--- config.mk ---
export PLATFORM = sky130hd
export DESIGN_NAME = stream_test_seq
export DESIGN_NICKNAME = d
export VERILOG_FILES = /design/src/rtl/stream_test_seq.sv
export SDC_FILE = /design/constraint.sdc
export NUM_CORES = 1
export LEC_CHECK = 0
export CORE_MARGIN = 5
export CORE_UTILIZATION = 42
export DETAILED_ROUTE_END_ITERATION = 12
export MAX_ROUTING_LAYER = met4
export PLACE_DENSITY = 0.62
export SYNTH_ARGS = -nofsm -noshare
export SYNTH_HDL_FRONTEND = slang
export SYNTH_SLANG_ARGS = --single-unit
--- constraint.sdc ---
create_clock -name clk -period 3.93 [get_ports clk]
set_clock_uncertainty 0.1 [all_clocks]
set_input_delay 0.786 -clock clk [delete_from_list [all_inputs] [get_ports clk]]
set_output_delay 0.786 -clock clk [all_outputs]
set_load 0.005 [all_outputs]
--- src/rtl/stream_test_seq.sv ---
// stream_test_seq
// ---------------
// Sequencer for the SDRAM stream test. It writes one pass of incrementing
// 32-bit words to the SDRAM write path as 16-bit halves (high half first).
// It waits a fixed drain gap and then reads the pass back. Each word is
// rebuilt from its two read halves and compared with the expected value.
// Every read half is also forwarded to the downstream stream error checker.
//
// Optional feature macro: STREAM_SEQ_FIRST_ERR_EN
//   defined   : first_err_idx / first_err_word capture the index and the
//               received value of the first mismatch since start.
//   undefined : both ports are tied to 0 and no capture registers exist.
//
// Parameters
//   WORDS    32-bit words per pass (1..65535)
//   SEED     first pattern word after start
//   GAP_CYC  idle cycles between the write and read phases (0 allowed)
//   ERR_W    width of err_cnt
//
// Ports
//   clk, rst_n          clock, asynchronous active-low reset
//   start, loop, abort  control (abort has priority over everything)
//   wr_data/wr_valid/wr_ready   write-path half-word handshake
//   rd_en, rd_data, rd_valid    read path (rd_valid accepted every cycle)
//   chk_data, chk_wren  registered copy of the read stream for the checker
//   busy, done          status; done pulses once per completed pass
//   pass_cnt, err_cnt, err_flag  pass/error statistics
//   first_err_idx, first_err_word  first-mismatch capture (optional)

module stream_test_seq #(
  parameter int unsigned WORDS   = 1024,
  parameter logic [31:0] SEED    = 32'h0000_0000,
  parameter int unsigned GAP_CYC = 16,
  parameter int unsigned ERR_W   = 16
) (
  input  logic             clk,
  input  logic             rst_n,
  input  logic             start,
  input  logic             loop,
  input  logic             abort,
  output logic [15:0]      wr_data,
  output logic             wr_valid,
  input  logic             wr_ready,
  output logic             rd_en,
  input  logic [15:0]      rd_data,
  input  logic             rd_valid,
  output logic [15:0]      chk_data,
  output logic             chk_wren,
  output logic             busy,
  output logic             done,
  output logic [15:0]      pass_cnt,
  output logic [ERR_W-1:0] err_cnt,
  output logic             err_flag,
  output logic [15:0]      first_err_idx,
  output logic [31:0]      first_err_word
);

  typedef enum logic [2:0] {IDLE, WRITE, GAP, READ, DONE} state_t;

  localparam logic [15:0] LAST_IDX   = 16'(WORDS - 1);
  localparam logic [31:0] WORDS32    = 32'(WORDS);
  localparam int          GAP_W      = (GAP_CYC > 1) ? $clog2(GAP_CYC) : 1;
  localparam int unsigned GAP_LAST_I = (GAP_CYC > 0) ? GAP_CYC - 1 : 0;
  localparam logic [GAP_W-1:0] GAP_LAST = GAP_LAST_I[GAP_W-1:0];

  state_t             state;
  state_t             state_next;
  logic [31:0]        base;
  logic [15:0]        wr_idx;
  logic               wr_half;   // 0: high half pending, 1: low half pending
  logic [GAP_W-1:0]   gap_cnt;
  logic [15:0]        rd_idx;
  logic               rd_half;   // 0: expecting high half, 1: expecting low half
  logic [15:0]        hi_half;
  logic [31:0]        wr_word;
  logic [31:0]        rd_expect;
  logic               last_wr;
  logic               last_rd;
  logic               word_bad;
  logic               start_take;
  logic               rd_mismatch;

  assign wr_word   = base + {16'h0000, wr_idx};
  assign rd_expect = base + {16'h0000, rd_idx};

  assign wr_valid = (state == WRITE);
  assign rd_en    = (state == READ);
  assign busy     = (state != IDLE);
  assign done     = (state == DONE);
  // Gated so that wr_data reads 0 whenever no write is offered.
  assign wr_data  = (state != WRITE) ? 16'h0000 :
                    (wr_half ? wr_word[15:0] : wr_word[31:16]);

  assign last_wr     = (state == WRITE) && wr_ready && wr_half && (wr_idx == LAST_IDX);
  assign last_rd     = (state == READ) && rd_valid && rd_half && (rd_idx == LAST_IDX);
  assign word_bad    = ({hi_half, rd_data} != rd_expect);
  assign start_take  = (state == IDLE) && start && !abort;
  // Low half of a word accepted and the rebuilt word is wrong.
  assign rd_mismatch = (state == READ) && rd_valid && rd_half && !abort && word_bad;

  always_ff @(posedge clk or negedge rst_n) begin
    if (!rst_n) begin
      state <= IDLE;
    end else begin
      state <= state_next;
    end
  end

  always_comb begin
    state_next = state;
    if (abort) begin
      state_next = IDLE;
    end else begin
      case (state)
        IDLE:    if (start) state_next = WRITE;
        WRITE:   if (last_wr) state_next = (GAP_CYC == 0) ? READ : GAP;
        GAP:     if (gap_cnt == GAP_LAST) state_next = READ;
        READ:    if (last_rd) state_next = DONE;
        DONE:    state_next = loop ? WRITE : IDLE;
        default: state_next = IDLE;
      endcase
    end
  end

  always_ff @(posedge clk or negedge rst_n) begin
    if (!rst_n) begin
      base     <= SEED;
      wr_idx   <= 16'h0000;
      wr_half  <= 1'b0;
      gap_cnt  <= '0;
      rd_idx   <= 16'h0000;
      rd_half  <= 1'b0;
      hi_half  <= 16'h0000;
      err_cnt  <= '0;
      err_flag <= 1'b0;
      pass_cnt <= 16'h0000;
      chk_data <= 16'h0000;
      chk_wren <= 1'b0;
    end else begin
      chk_data <= rd_data;
      chk_wren <= rd_valid && (state == READ);
      // On abort every counter and flag simply holds; a half-received
      // word is dropped because the next start re-arms rd_half.
      if (!abort) begin
        case (state)
          IDLE: begin
            if (start) begin
              err_cnt  <= '0;
              err_flag <= 1'b0;
              pass_cnt <= 16'h0000;
              base     <= SEED;
              wr_idx   <= 16'h0000;
              wr_half  <= 1'b0;
            end
          end
          WRITE: begin
            if (wr_ready) begin
              wr_half <= ~wr_half;
              if (wr_half) begin
                wr_idx <= wr_idx + 16'd1;
              end
            end
            if (last_wr) begin
              gap_cnt <= '0;
              rd_idx  <= 16'h0000;
              rd_half <= 1'b0;
            end
          end
          GAP: begin
            gap_cnt <= gap_cnt + GAP_W'(1);
          end
          READ: begin
            if (rd_valid) begin
              rd_half <= ~rd_half;
              if (!rd_half) begin
                hi_half <= rd_data;
              end else begin
                rd_idx <= rd_idx + 16'd1;
                if (word_bad) begin
                  err_flag <= 1'b1;
                  if (err_cnt != {ERR_W{1'b1}}) begin
                    err_cnt <= err_cnt + ERR_W'(1);
                  end
                end
              end
            end
          end
          DONE: begin
            pass_cnt <= pass_cnt + 16'd1;
            base     <= base + WORDS32;
            wr_idx   <= 16'h0000;
            wr_half  <= 1'b0;
          end
          default: ;
        endcase
      end
    end
  end

`ifdef STREAM_SEQ_FIRST_ERR_EN
  logic [15:0] first_idx_reg;
  logic [31:0] first_word_reg;

  always_ff @(posedge clk or negedge rst_n) begin
    if (!rst_n) begin
      first_idx_reg  <= 16'h0000;
      first_word_reg <= 32'h0000_0000;
    end else if (start_take) begin
      first_idx_reg  <= 16'h0000;
      first_word_reg <= 32'h0000_0000;
    end else if (rd_mismatch && !err_flag) begin
      // err_flag is cleared only by start, so this fires once per test.
      first_idx_reg  <= rd_idx;
      first_word_reg <= {hi_half, rd_data};
    end
  end

  assign first_err_idx  = first_idx_reg;
  assign first_err_word = first_word_reg;
`else
  logic unused_capture;
  assign unused_capture = start_take ^ rd_mismatch;
  assign first_err_idx  = 16'h0000;
  assign first_err_word = 32'h0000_0000;
`endif

endmodule

[Word level (Yosys, flattened, before mapping)]
Index checks and enable logic that the tools add are counted.
Word-level totals
  memories kept: 0
  bits in writable memories: 0
  latch bits: 0
  ROM bits: 0
  word-level logic and storage cells: 106
  output and inout bits: 118
  bits of input ports: 23
  register bits: 139
Cells by class
  reduce and logical (&&, ||, !) cells: 23
  divide/modulo/power cells: 0
  multiplexer cells: 37
  add/sub/neg operators: 8
  eq/ne operators: 22
  order comparisons: 0
  shift operators: 0
  multiply operators: 0
  bitwise operators: 3
Operators with widths (number)
  16-bit two-way mux: 12
  16-bit case mux with 2 select lines: 3
  16-bit by 1-bit adder with 16-bit output (second input constant): 4
  32-bit by 16-bit adder with 32-bit output: 2
  32-bit case mux with 2 select lines: 1
  16-bit case mux with 3 select lines: 1
  32-bit by 11-bit adder with 32-bit output (second input constant): 1
  16-bit by 10-bit == test with 1-bit output (second input constant): 2
  32-bit two-way mux: 1
  32-bit inequality test: 1
  16-bit inequality test (second input constant): 1
  4-bit AND reduction: 4
  3-bit two-way mux: 5
  3-bit case mux with 5 select lines: 1
  2-bit by 1-bit inequality test with 1-bit output (second input constant): 7
  5-bit AND reduction: 2
  1-bit two-way mux: 8
  4-bit case mux with 2 select lines: 1
  2-bit nonzero test: 4
  7-bit AND reduction: 1
  3-bit by 2-bit == test with 1-bit output (second input constant): 2
  1-bit logical AND: 6
  3-bit by 2-bit inequality test with 1-bit output (second input constant): 2
  3-bit inequality test (second input constant): 2
  14 further kinds: 19

[Longest topological paths before layout]
Gate-level depths: netlist (run 1).
  depth in word-level cells: 7
  depth in mapped cells: 13
  gate-level depth less buffers: 10

[Worst setup path before layout (run 1)]
Ideal clock, no wire load.
  path type: register to register
  start point: register base[11]
  end point: register err_flag
  arrival time: 3.191 ns
  cell stages (with the launch flop): 12
  library setup time: 0.127 ns
  required time: 3.703 ns
  path slack: 0.512 ns
  period minus slack after synthesis: 3.418 ns
  path buffers: 1
  path through: dfrtp_1 -> ha_1 -> a211oi_2 -> o21bai_1 -> a221oi_1 -> nor2_1 -> nor4_1 -> or4bb_1 -> a2111oi_4 -> nand2b_1 -> buf_4 -> mux2_1
Between the ends
  cells in the longest elaborated chain, start to end: 4
Ends and longest elaborated chain
  start: declaration: RTL line 68  | logic [31:0] base;
  start signal: assignment: RTL line 190  | base <= base + WORDS32;
  32-bit by 16-bit adder with 32-bit output: RTL line 84  | assign rd_expect = base + {16'h0000, rd_idx};
  32-bit inequality test: RTL line 96  | assign word_bad = ({hi_half, rd_data} != rd_expect);
  2-bit by 1-bit inequality test with 1-bit output (no line)
  6-bit AND reduction (no line)
  end signal: assignment: RTL line 135  | err_flag <= 1'b0;
  end signal: assignment: RTL line 149  | err_flag <= 1'b0;
  end signal: assignment: RTL line 180  | err_flag <= 1'b1;
  end: declaration: RTL line 53  | output logic err_flag,
No other way between the ends.
A chain may end at the register's enable or synchronous reset.

[Final worst setup path (run 1)]
  start point: register base[11]
  end point: output port wr_data[1]
Between the ends
  cells in the longest elaborated chain, start to end: 3
Ends and longest elaborated chain
  32-bit by 16-bit adder with 32-bit output: RTL line 83  | assign wr_word = base + {16'h0000, wr_idx};
  16-bit two-way mux: RTL line 92  | (wr_half ? wr_word[15:0] : wr_word[31:16]);
  16-bit two-way mux: RTL line 91  | assign wr_data = (state != WRITE) ? 16'h0000 :
  end: declaration: RTL line 41  | output logic [15:0] wr_data,
No other way between the ends.

==> results by group, run 1 <==
Layout
  • N_diodes: 0
  • Fillers: 1698
  • Layout cells sized above 1: 0.142
  • Area Overhead vs Synth: 25.6%
  • Final #Nets: 1034
  • Commonest cells after routing, fill and taps aside: dfrtp_1 (129), nor2_1 (93), clkdlybuf4s50_1 (75), nand2_1 (69), xnor2_1 (54)
  • Most common cell after layout, fill and taps aside: dfrtp_1
  • Multi-input logic area: 4430 µm²
  • Register area: 3230 µm²

Synth
  • Top cell type's share of synthesized area: 0.405
  • EDFF count, synth: 0
  • Synth Flop Type: dfrtp_1
  • Synth Register Bits: 129
  • Sequential element share of the synthesized area: 0.405
  • Syn Std Cell Area: 7970 µm²
  • Syn Inst Count: 875
  • Area leader, netlist: dfrtp_1
  • Ranking of synthesized cells by area: dfrtp_1 (41%), xnor2_1 (5.9%), xor2_1 (5.7%)
  • Mean Syn Cell Area: 9.11 µm²
  • Synth unique cells: 69
  • Warnings from Yosys: 0
  • Asr flop ratio synth: 1.00

Drt
  • Routed wire length: 21400 µm
  • Routed via count: 6709
  • Initial drt markers: 468
  • Post-DR vias/cell: 5.41
  • Detailed Routing Iterations Pass 1: 4
  • DR WL/cell: 17.2 µm
  • DRC viols: 0
  • Post-route ant nets: 0

Global route
  • Largest net degree at the start of global routing: 68
  • Vias in the first global route: 6406
  • Initial antenna violation count: 0
  • Grt total ovfl: 0
  • First-pass GRT wire length: 34300 µm
  • GR Util All Layers: 0.202

Job
  • Max-Cap Viols: 0

STA
  • Final hold violations: 0
  • Crit path time final: 3820 ps
  • Fmax: 262 MHz
  • Slew @ Worst Pin: 732 ps
  • Setup TNS: 0 ps
  • Max transition margin: 0.511
  • Fin. max-slew vios: 0
  • Final setup viols: 0
  • Tcrit/Tclk final: 0.972
  • Fin Hold WS: 263 ps
  • RSZ-0062 raised after global routing: yes

Floorplan
  • Die width: 148 µm
  • Core footprint: 18700 µm²
  • DIE AREA: 21800 µm²
  • FP Rows: 50
  • Die height: 148 µm
  • Starting density of the core: 0.426
  • Ports: 141

Clock network
  • Bufs on Longest Clock Path: 2
  • # clock sinks: 129
  • H-tree Lvls: 4
  • Worst-path clk slew: 60 ps
  • Clock root buffer: clkbuf_16
  • Number of CTS-inserted buffers: 17
  • Clk_lat worst skew: 430 ps
  • CTS tree: yes

Power and ir drop
  • Leakage: 0.00455 µW
  • VDD IR max: 0.266 mV
  • PwrDens: 444 nW/µm²

Placed design
  • Port bufs: 92
  • Routability cong.: 0.875
  • Placed wire-length estimate: 15400 µm

Worst setup path
  • Req. time, crit path: 3040 ps
  • CP arrival: 2930 ps
  • Crit path kind: reg2out
  • Crit path max fanout: 5
  • Startpoint types: flip-flop
  • Critical path capture point type: output pin

Min path
  • HP Class: in2async

Status
  • Status: finished clean
==> cells by family (layout without fill, tap and decap cells) <==
family | count (synthesis) | in the layout | share of synthesized area
buffers and inverters | 105 | 189 | 0.0765
AOI/OAI and AO/OA | 155 | 155 | 0.127
and+or+nand+nor | 340 | 340 | 0.217
adders and majority gates | 18 | 18 | 0.0283
muxes | 21 | 21 | 0.0292
DFF | 129 | 129 | 0.405
other | 1 | 48 | 0.000471
xor gates and xnor gates | 106 | 106 | 0.117
==> path summary, 6_finish.rpt <==
kind	start	to	slack, ps	cells past startpoint
max reg2reg	base[11]	err_cnt[3]	150	13
min reg2reg	hi_half[0]	hi_half[0]	430	1
min	rst_n	pass_cnt[9]	260	1
max	base[11]	wr_data[1]	110	13
min in group clk	hi_half[0]	hi_half[0]	430	1
max in group asynchronous	rst_n	err_flag	2710	2
==> report_power, final <==
group          internal [µW]  switching [µW]  leakage [µW]
Combinational            424             519       0.00248
Clock                   1250             605      0.000338
Sequential              1480             174       0.00173
Total                   3150            1300       0.00455
==> routing by layer <==
metal,vias to the layer above,routed length [µm],global-route usage
met1,3300,10300,0.282
met2,170,9790,0.303
li1,3214,-,-
met5,-,0,-
met3,25,1080,0.0386
met4,0,232,0.0531
==> flip-flops by register name, summed over array words and instances (netlist names) <==
register and flops:
base 22, chk_data 16, chk_wren 1, err_cnt 16, err_flag 1, gap_cnt 4, hi_half 16, pass_cnt 16
rd_half 1, rd_idx 16, state 3, wr_half 1, wr_idx 16
==> cells in the mapped netlist, types with 6 or more instances <==
cell type and number:
or3_1 19, o21ai_0 45, mux2_2 17, nand2b_1 8
ha_1 18, buf_4 53, clkbuf_1 26, nand2_1 69
o41ai_1 6, nand4_1 25, nor3_1 19, xor2_1 52
o22a_1 6, a211oi_1 8, a21oi_1 37, xnor2_1 54
nor2_1 94, or2_2 7, nor4_1 13, and3_1 21
dfrtp_1 129, inv_1 17, buf_2 7, a21o_1 7
nand3_1 34, a31oi_1 7
==> cell type report <==
cell class                      instances  area share
Clock buffer                           21      0.0470
Clock inverter                         11      0.0224
Inverter                               17     0.00675
Multi-Input combinational cell        688       0.443
Sequential cell                       129       0.323
Tap cell                              234      0.0293
Timing Repair Buffer                  140       0.130
==> critical path, stage by stage (launching register included) <==
cell      delay [ps]
dfrtp_1          410
ha_4             250
a21o_1           200
a21o_1           190
a21oi_2          180
o21bai_2          90
a21oi_2          230
buf_6            160
buf_4            110
nand2b_4         110
xnor2_1          120
nor2_1            70
a211oi_2         240
buf_2            160
==> what timing repair did <==
item,in CTS,in global routing
pin swaps,6,11
gates cloned,1,0
hold buffers,0,0
buffers inserted,5,3
setup endpoints to repair,16,29
gates resized for setup,19,32
==> stage by stage <==
stage / instances / power [µW] / instance area [µm²] / utilization / setup WS [ps]
6_report: 1240 / 4440 / 10000 / 0.535 / 109
5_1_grt: 1240 / 4660 / 10000 / 0.535 / -16.8
4_1_cts: 1237 / 4470 / 9920 / 0.530 / -40.2
3_5_place_dp: 1199 / 2600 / 9130 / 0.488 / -44.5
3_3_place_gp: 1199 / 2580 / 9130 / 0.488 / 16.8
2_1_floorplan: 922 / 2250 / 8150 / - / 512
Power figures use the tool's default switching activity.
==> inputs of run 2 (changes only) <==
--- a/config.mk
+++ b/config.mk
@@ -7,6 +7,7 @@
 export LEC_CHECK = 0
 export CORE_MARGIN = 5
 export CORE_UTILIZATION = 42
+export CTS_CLUSTER_DIAMETER = 40
 export DETAILED_ROUTE_END_ITERATION = 12
 export MAX_ROUTING_LAYER = met4
 export PLACE_DENSITY = 0.62
==> results of run 2 <==
Same layout as run 1: the final DEF is identical, and so are final timing and power.
